$ cat src/rtl/htif_mem_arb.sv
`default_nettype none
// ============================================================================
// htif_mem_arb : round-robin arbiter merging HTIF (r0) and debug/DMA (r1)
//                requesters onto one tagged memory port. Rev 1.0
// ============================================================================
module htif_mem_arb #(
   parameter int TAG_BITS = 4,
   parameter int MAX_RD   = 3
) (
   input  logic                clk,
   input  logic                rst_n,
   input  logic                r0_req_val,
   output logic                r0_req_rdy,
   input  logic                r0_req_op,
   input  logic [31:0]         r0_req_addr,
   input  logic [127:0]        r0_req_data,
   input  logic [TAG_BITS-2:0] r0_req_tag,
   output logic                r0_resp_val,
   output logic [127:0]        r0_resp_data,
   output logic [TAG_BITS-2:0] r0_resp_tag,
   input  logic                r1_req_val,
   output logic                r1_req_rdy,
   input  logic                r1_req_op,
   input  logic [31:0]         r1_req_addr,
   input  logic [127:0]        r1_req_data,
   input  logic [TAG_BITS-2:0] r1_req_tag,
   output logic                r1_resp_val,
   output logic [127:0]        r1_resp_data,
   output logic [TAG_BITS-2:0] r1_resp_tag,
   output logic                mem_req_val,
   input  logic                mem_req_rdy,
   output logic                mem_req_op,
   output logic [31:0]         mem_req_addr,
   output logic [127:0]        mem_req_data,
   output logic [TAG_BITS-1:0] mem_req_tag,
   input  logic                mem_resp_val,
   input  logic [127:0]        mem_resp_data,
   input  logic [TAG_BITS-1:0] mem_resp_tag,
   output logic                error
);
   localparam int CW = $clog2(MAX_RD + 1);

   typedef enum logic [0:0] {IDLE = 1'b0, ISSUE = 1'b1} state_t;

   state_t              state_q;
   logic                prio_q;
   logic [CW-1:0]       rd_cnt_q [2];
   logic [CW-1:0]       rd_cnt_d [2];
   logic                error_q;
   logic                error_d;
   logic                mem_req_val_q;
   logic                mem_req_op_q;
   logic [31:0]         mem_req_addr_q;
   logic [127:0]        mem_req_data_q;
   logic [TAG_BITS-1:0] mem_req_tag_q;

   logic [1:0] req_val;
   logic [1:0] req_op;
   logic [1:0] elig;
   logic [1:0] resp_hit;
   logic [1:0] inc;
   logic [1:0] dec;
   logic [1:0] spurious;
   logic       gnt_val;
   logic       gnt_id;

   assign req_val = {r1_req_val, r0_req_val};
   assign req_op  = {r1_req_op,  r0_req_op};

   // Priority holder wins when eligible; otherwise fall through to the other side.
   assign gnt_val = (state_q == IDLE) && (|elig);
   assign gnt_id  = prio_q ? elig[1] : ~elig[0];

   for (genvar n = 0; n < 2; n++) begin : g_req
      assign elig[n]     = req_val[n] && (req_op[n] || (rd_cnt_q[n] < CW'(MAX_RD)));
      assign resp_hit[n] = mem_resp_val && (mem_resp_tag[TAG_BITS-1] == 1'(n));
      assign inc[n]      = gnt_val && (gnt_id == 1'(n)) && !req_op[n];
      assign spurious[n] = resp_hit[n] && (rd_cnt_q[n] == '0);
      assign dec[n]      = resp_hit[n] && !spurious[n];
      assign rd_cnt_d[n] = (inc[n] && !dec[n]) ? rd_cnt_q[n] + CW'(1) :
                           (dec[n] && !inc[n]) ? rd_cnt_q[n] - CW'(1) : rd_cnt_q[n];
   end

   assign error_d = error_q | (|spurious);

   assign r0_req_rdy = rst_n && gnt_val && !gnt_id;
   assign r1_req_rdy = rst_n && gnt_val &&  gnt_id;

   assign r0_resp_val  = resp_hit[0];
   assign r1_resp_val  = resp_hit[1];
   assign r0_resp_data = mem_resp_data;
   assign r1_resp_data = mem_resp_data;
   assign r0_resp_tag  = mem_resp_tag[TAG_BITS-2:0];
   assign r1_resp_tag  = mem_resp_tag[TAG_BITS-2:0];

   assign mem_req_val  = mem_req_val_q;
   assign mem_req_op   = mem_req_op_q;
   assign mem_req_addr = mem_req_addr_q;
   assign mem_req_data = mem_req_data_q;
   assign mem_req_tag  = mem_req_tag_q;
   assign error        = error_q;

   always_ff @(posedge clk) begin
      if (!rst_n) begin
         state_q        <= IDLE;
         prio_q         <= 1'b0;
         rd_cnt_q[0]    <= '0;
         rd_cnt_q[1]    <= '0;
         error_q        <= 1'b0;
         mem_req_val_q  <= 1'b0;
         mem_req_op_q   <= 1'b0;
         mem_req_addr_q <= '0;
         mem_req_data_q <= '0;
         mem_req_tag_q  <= '0;
      end else begin
         rd_cnt_q[0] <= rd_cnt_d[0];
         rd_cnt_q[1] <= rd_cnt_d[1];
         error_q     <= error_d;
         case (state_q)
            IDLE: begin
               if (gnt_val) begin
                  state_q        <= ISSUE;
                  prio_q         <= ~gnt_id;
                  mem_req_val_q  <= 1'b1;
                  mem_req_op_q   <= gnt_id ? r1_req_op   : r0_req_op;
                  mem_req_addr_q <= gnt_id ? r1_req_addr : r0_req_addr;
                  mem_req_data_q <= gnt_id ? r1_req_data : r0_req_data;
                  mem_req_tag_q  <= {gnt_id, (gnt_id ? r1_req_tag : r0_req_tag)};
               end
            end
            ISSUE: begin
               if (mem_req_rdy) begin
                  state_q       <= IDLE;
                  mem_req_val_q <= 1'b0;
               end
            end
            default: state_q <= IDLE;
         endcase
      end
   end
endmodule
`default_nettype wire

$ cat config.mk
export PLATFORM = sky130hd
export DESIGN_NAME = htif_mem_arb
export DESIGN_NICKNAME = d
export VERILOG_FILES = /design/src/rtl/htif_mem_arb.sv
export SDC_FILE = /design/constraint.sdc
export NUM_CORES = 1
export LEC_CHECK = 0
export CAP_MARGIN = 20
export CORE_AREA = 2 2 348 350
export DETAILED_ROUTE_END_ITERATION = 8
export DIE_AREA = 0 0 350 352
export GPL_TIMING_DRIVEN = 0
export PLACE_DENSITY_LB_ADDON = 0.3
export SLEW_MARGIN = 40
export SYNTH_ARGS = -nofsm -noshare
export SYNTH_HDL_FRONTEND = slang
export SYNTH_SLANG_ARGS = --single-unit
export TNS_END_PERCENT = 20
$ cat constraint.sdc
create_clock -name clk -period 2.3 [get_ports clk]
set_input_delay 0.345 -clock clk [delete_from_list [all_inputs] [get_ports clk]]
set_output_delay 0.345 -clock clk [all_outputs]
set_load 0.05 [all_outputs]
==> metrics <==
most used cell, CP buf_4; register area share after synthesis 33.56%; Synthesized Nets 1527; critical-path cell list nand3b_1 -> buf_4 -> buf_4 -> nand3_1 -> a21oi_4 -> clkbuf_16 -> buf_12; Skew-Pair Late Insertion Delay 0.54 ns; Final Cycle Share 98.65%; Total GRT Usage 10.95%; PortBufs 767; final setup vio count 0; Pwr Total 0.01213 W; Core Region 119300 um^2; maxcap violations 0; Fin. Hold Viols 0; Initial DRC Count 535; Initial Util 8.649%; Die Area 123200 um^2; Synth Area in Compound Gates 36.39%; Critical Path RT 1.96 ns; area of the multi-input gates 4413 um^2; Post-synth EDFFs 0; CP Max Fanout 6; Site Rows 127; Setup Crit Path Kind reg2out; Clock Skews 0.02050 ns; first-pass GRT wire length 93870 um; ys async rst share 0%; worst hold margin 0.4046 ns; synth warn 0; LEAKAGE 9.336 nW; Synth Area in Adders 0.2425%; Layout Nets 2326; largest area contributor in the netlist dfxtp_1; Finished Cell Area 20910 um^2; RD Place Congestion 0.7908; Die X 350 um; status complete, no violations; largest family of logic cells by synthesized area compound AO/OA/AOI/OAI gates; CTS buffer count 17; synthesized area 10320 um^2; crit path time final 2.269 ns; RSZ-0062 raised after global routing yes; GR Overflow Total 0; Simple-Gate Fraction of Synth Area 5.431%; peak supply drop 673.1 uV; clk slew on worst S/H paths 0.08 ns; TritonCTS Sinks 173; Bufs on Longest Clock Path 2; antenna viol nets, final 0; drc violations 0; xor/xnor share of the synthesized area 0.3394%; r2r setup slk 0.05 ns; CTS tree built; layout cells sized above 1 20.79%; slew of the pin with the lowest slew margin 0.8573 ns; Hold Path Depth 2; min-delay worst type in2reg; slowest stage delay, CP 0.37 ns; Worst Path Buf+Inv 4; initial antenna violation count 15; main flop type after synthesis dfxtp_1; sequential cell area 3475 um^2; H-tree depth 4; worst flop-to-flop path startpoint rd_cnt_q[0][0]; root buf cell clkbuf_16; fin. max-slew vios 0; post-synthesis mux area share 0%; reg-to-reg critical path endpoint rd_cnt_q[0][3]; Yosys reg bits 173; Placed Area 20050 um^2; Hold Buf Count CTS 0; r2r worst-path depth 9; Worst path depth 7; Die Span Y 352 um; top cells by area, synth dfxtp_1 34%, buf_4 19%, a221o_1 9.4%; largest net degree at the start of global routing 17; Routed wire per std cell 20.06 um; detailed placement HPWL 58220 um; area share of the largest cell type after synthesis 33.56%; filler instances 13350; via count 11430; worst hold endpoint mem_req_data[54]; Finished Core Util 17.53%; Post-synth top cells 262 x buf_4, 173 x dfxtp_1, 97 x a221o_1, 97 x o211a_1, 76 x clkbuf_1; vias in the first global route 11820; Max Fclk 440.7 MHz; hold path startpoint r1_req_data[54]; Pwr Density 579.8 nW/um^2; most numerous cell in the Yosys netlist buf_4; relative slew slack 43.07%; cells after synthesis 1059; I/O Pins 899; nature of the critical path startpoint flop; Syn-to-layout area delta 102.6%; Setup crit end kind primary output; Worst Path Arrival 1.92 ns; drt first pass iters 5; Via density 3.281; post-synth cell types 38; drt total wl 69900 um; crit-path leading delay family buffers and inverters; syn_area_per_cell 9.746 um^2; Critical-path top delay cell dfxtp_4
==> flip-flops by register name, summed over array words and instances, names as in the netlist <==
signal	cells
rd_cnt_q	4
mem_req_val	1
error	1
state_q	1
mem_req_data	128
prio_q	1
mem_req_tag	4
mem_req_op	1
mem_req_addr	32
==> cell families after synthesis <==
group	after synthesis
adder cells (fa/ha/maj)	2
AO/OA/AOI/OAI	412
buffers and inverters	377
AND/OR/NAND/NOR	91
XOR/XNOR	4
flip-flops	173
==> worst register-to-register path: cells and delay by family, from the launching register on <==
kind	cells	cell delay, ns
AOI/OAI and AO/OA	2	0.27
DFF	1	0.37
buffers and inverters	2	0.30
and+or+nand+nor	4	0.96
adders and majority gates	1	0.29
==> layer usage <==
layer / share of wire, % / track usage (%) / wire (um) / vias to the layer above
met1: 42 / 12.97 / 29360 / 5479
met3: 8.1 / 3.850 / 5695 / 48
met5: 0.056 / 0 / 39 / -
met4: 1.6 / 2.750 / 1103 / 6
met2: 48 / 18.66 / 33700 / 528
li1: - / - / - / 5372
==> worst max path at each step <==
| stage | startpoint | endpoint |
|---|---|---|
| floorplan | mem_resp_val | rd_cnt_q[0][1] |
| global placement | r1_req_op | r0_req_rdy |
| detailed placement | r0_req_op | r1_req_rdy |
| CTS | rd_cnt_q[0][0] | r1_req_rdy |
| global route | rd_cnt_q[0][0] | rd_cnt_q[0][1] |
| finish | rd_cnt_q[0][0] | r0_req_rdy |
==> timing repair <==
action | 4_1_cts | 5_1_grt
resized for setup | 75 | 21
cloned | 0 | 0
setup buffers | 11 | 1
endpoints found under the hold margin | 0 | 0
pin swaps | 3 | 0
setup endpoints to repair | 103 | 55
==> metrics by stage <==
stage / instances / setup slack [ns] / setup TNS [ns]
6_report: 3485 / 0.03106 / 0
5_1_grt: 3483 / -0.08298 / -0.3726
4_1_cts: 3482 / -0.06515 / -0.06515
3_5_place_dp: 3439 / -1.473 / -115.31
3_3_place_gp: 3438 / -1.901 / -149.50
2_1_floorplan: 1059 / 0.07773 / 0
==> layout by cell type (no fill, tap or decap), types with 3 or more instances in the layout <==
master,instances
and3_1,67
a221o_1,97
clkbuf_2,23
buf_2,22
and2_1,3
buf_12,5
o211a_1,97
dlygate4sd2_1,10
nand2_1,4
dfxtp_1,168
o21bai_1,67
clkdlybuf4s50_1,753
o311a_1,66
dfxtp_2,3
inv_6,4
o21ai_0,4
buf_6,6
a21boi_0,70
clkbuf_8,4
clkbuf_1,51
clkbuf_16,18
buf_4,279
clkinv_4,3
nor2_1,3
==> final cells by class <==
cell class              instances  share of cell area, %
repair buffers                780                  37.30
multi-input cells             509                  21.10
flip-flops and latches        173                  16.61
plain buffers                 375                  12.50
well taps                    1612                  9.644
clock buffers                  21                  2.202
clock inverters                11                 0.5803
inverters                       2                0.03590
diodes                          2                0.02393
==> power by group <==
part	internal [W]	leakage, nW	switching, W
Combinational	0.00220	7.62	0.00322
Clock	0.00158	0.283	0.00159
Sequential	0.00331	1.43	0.000222
Total	0.00709	9.34	0.00503
No activity file was read; power rests on OpenSTA's default activity.
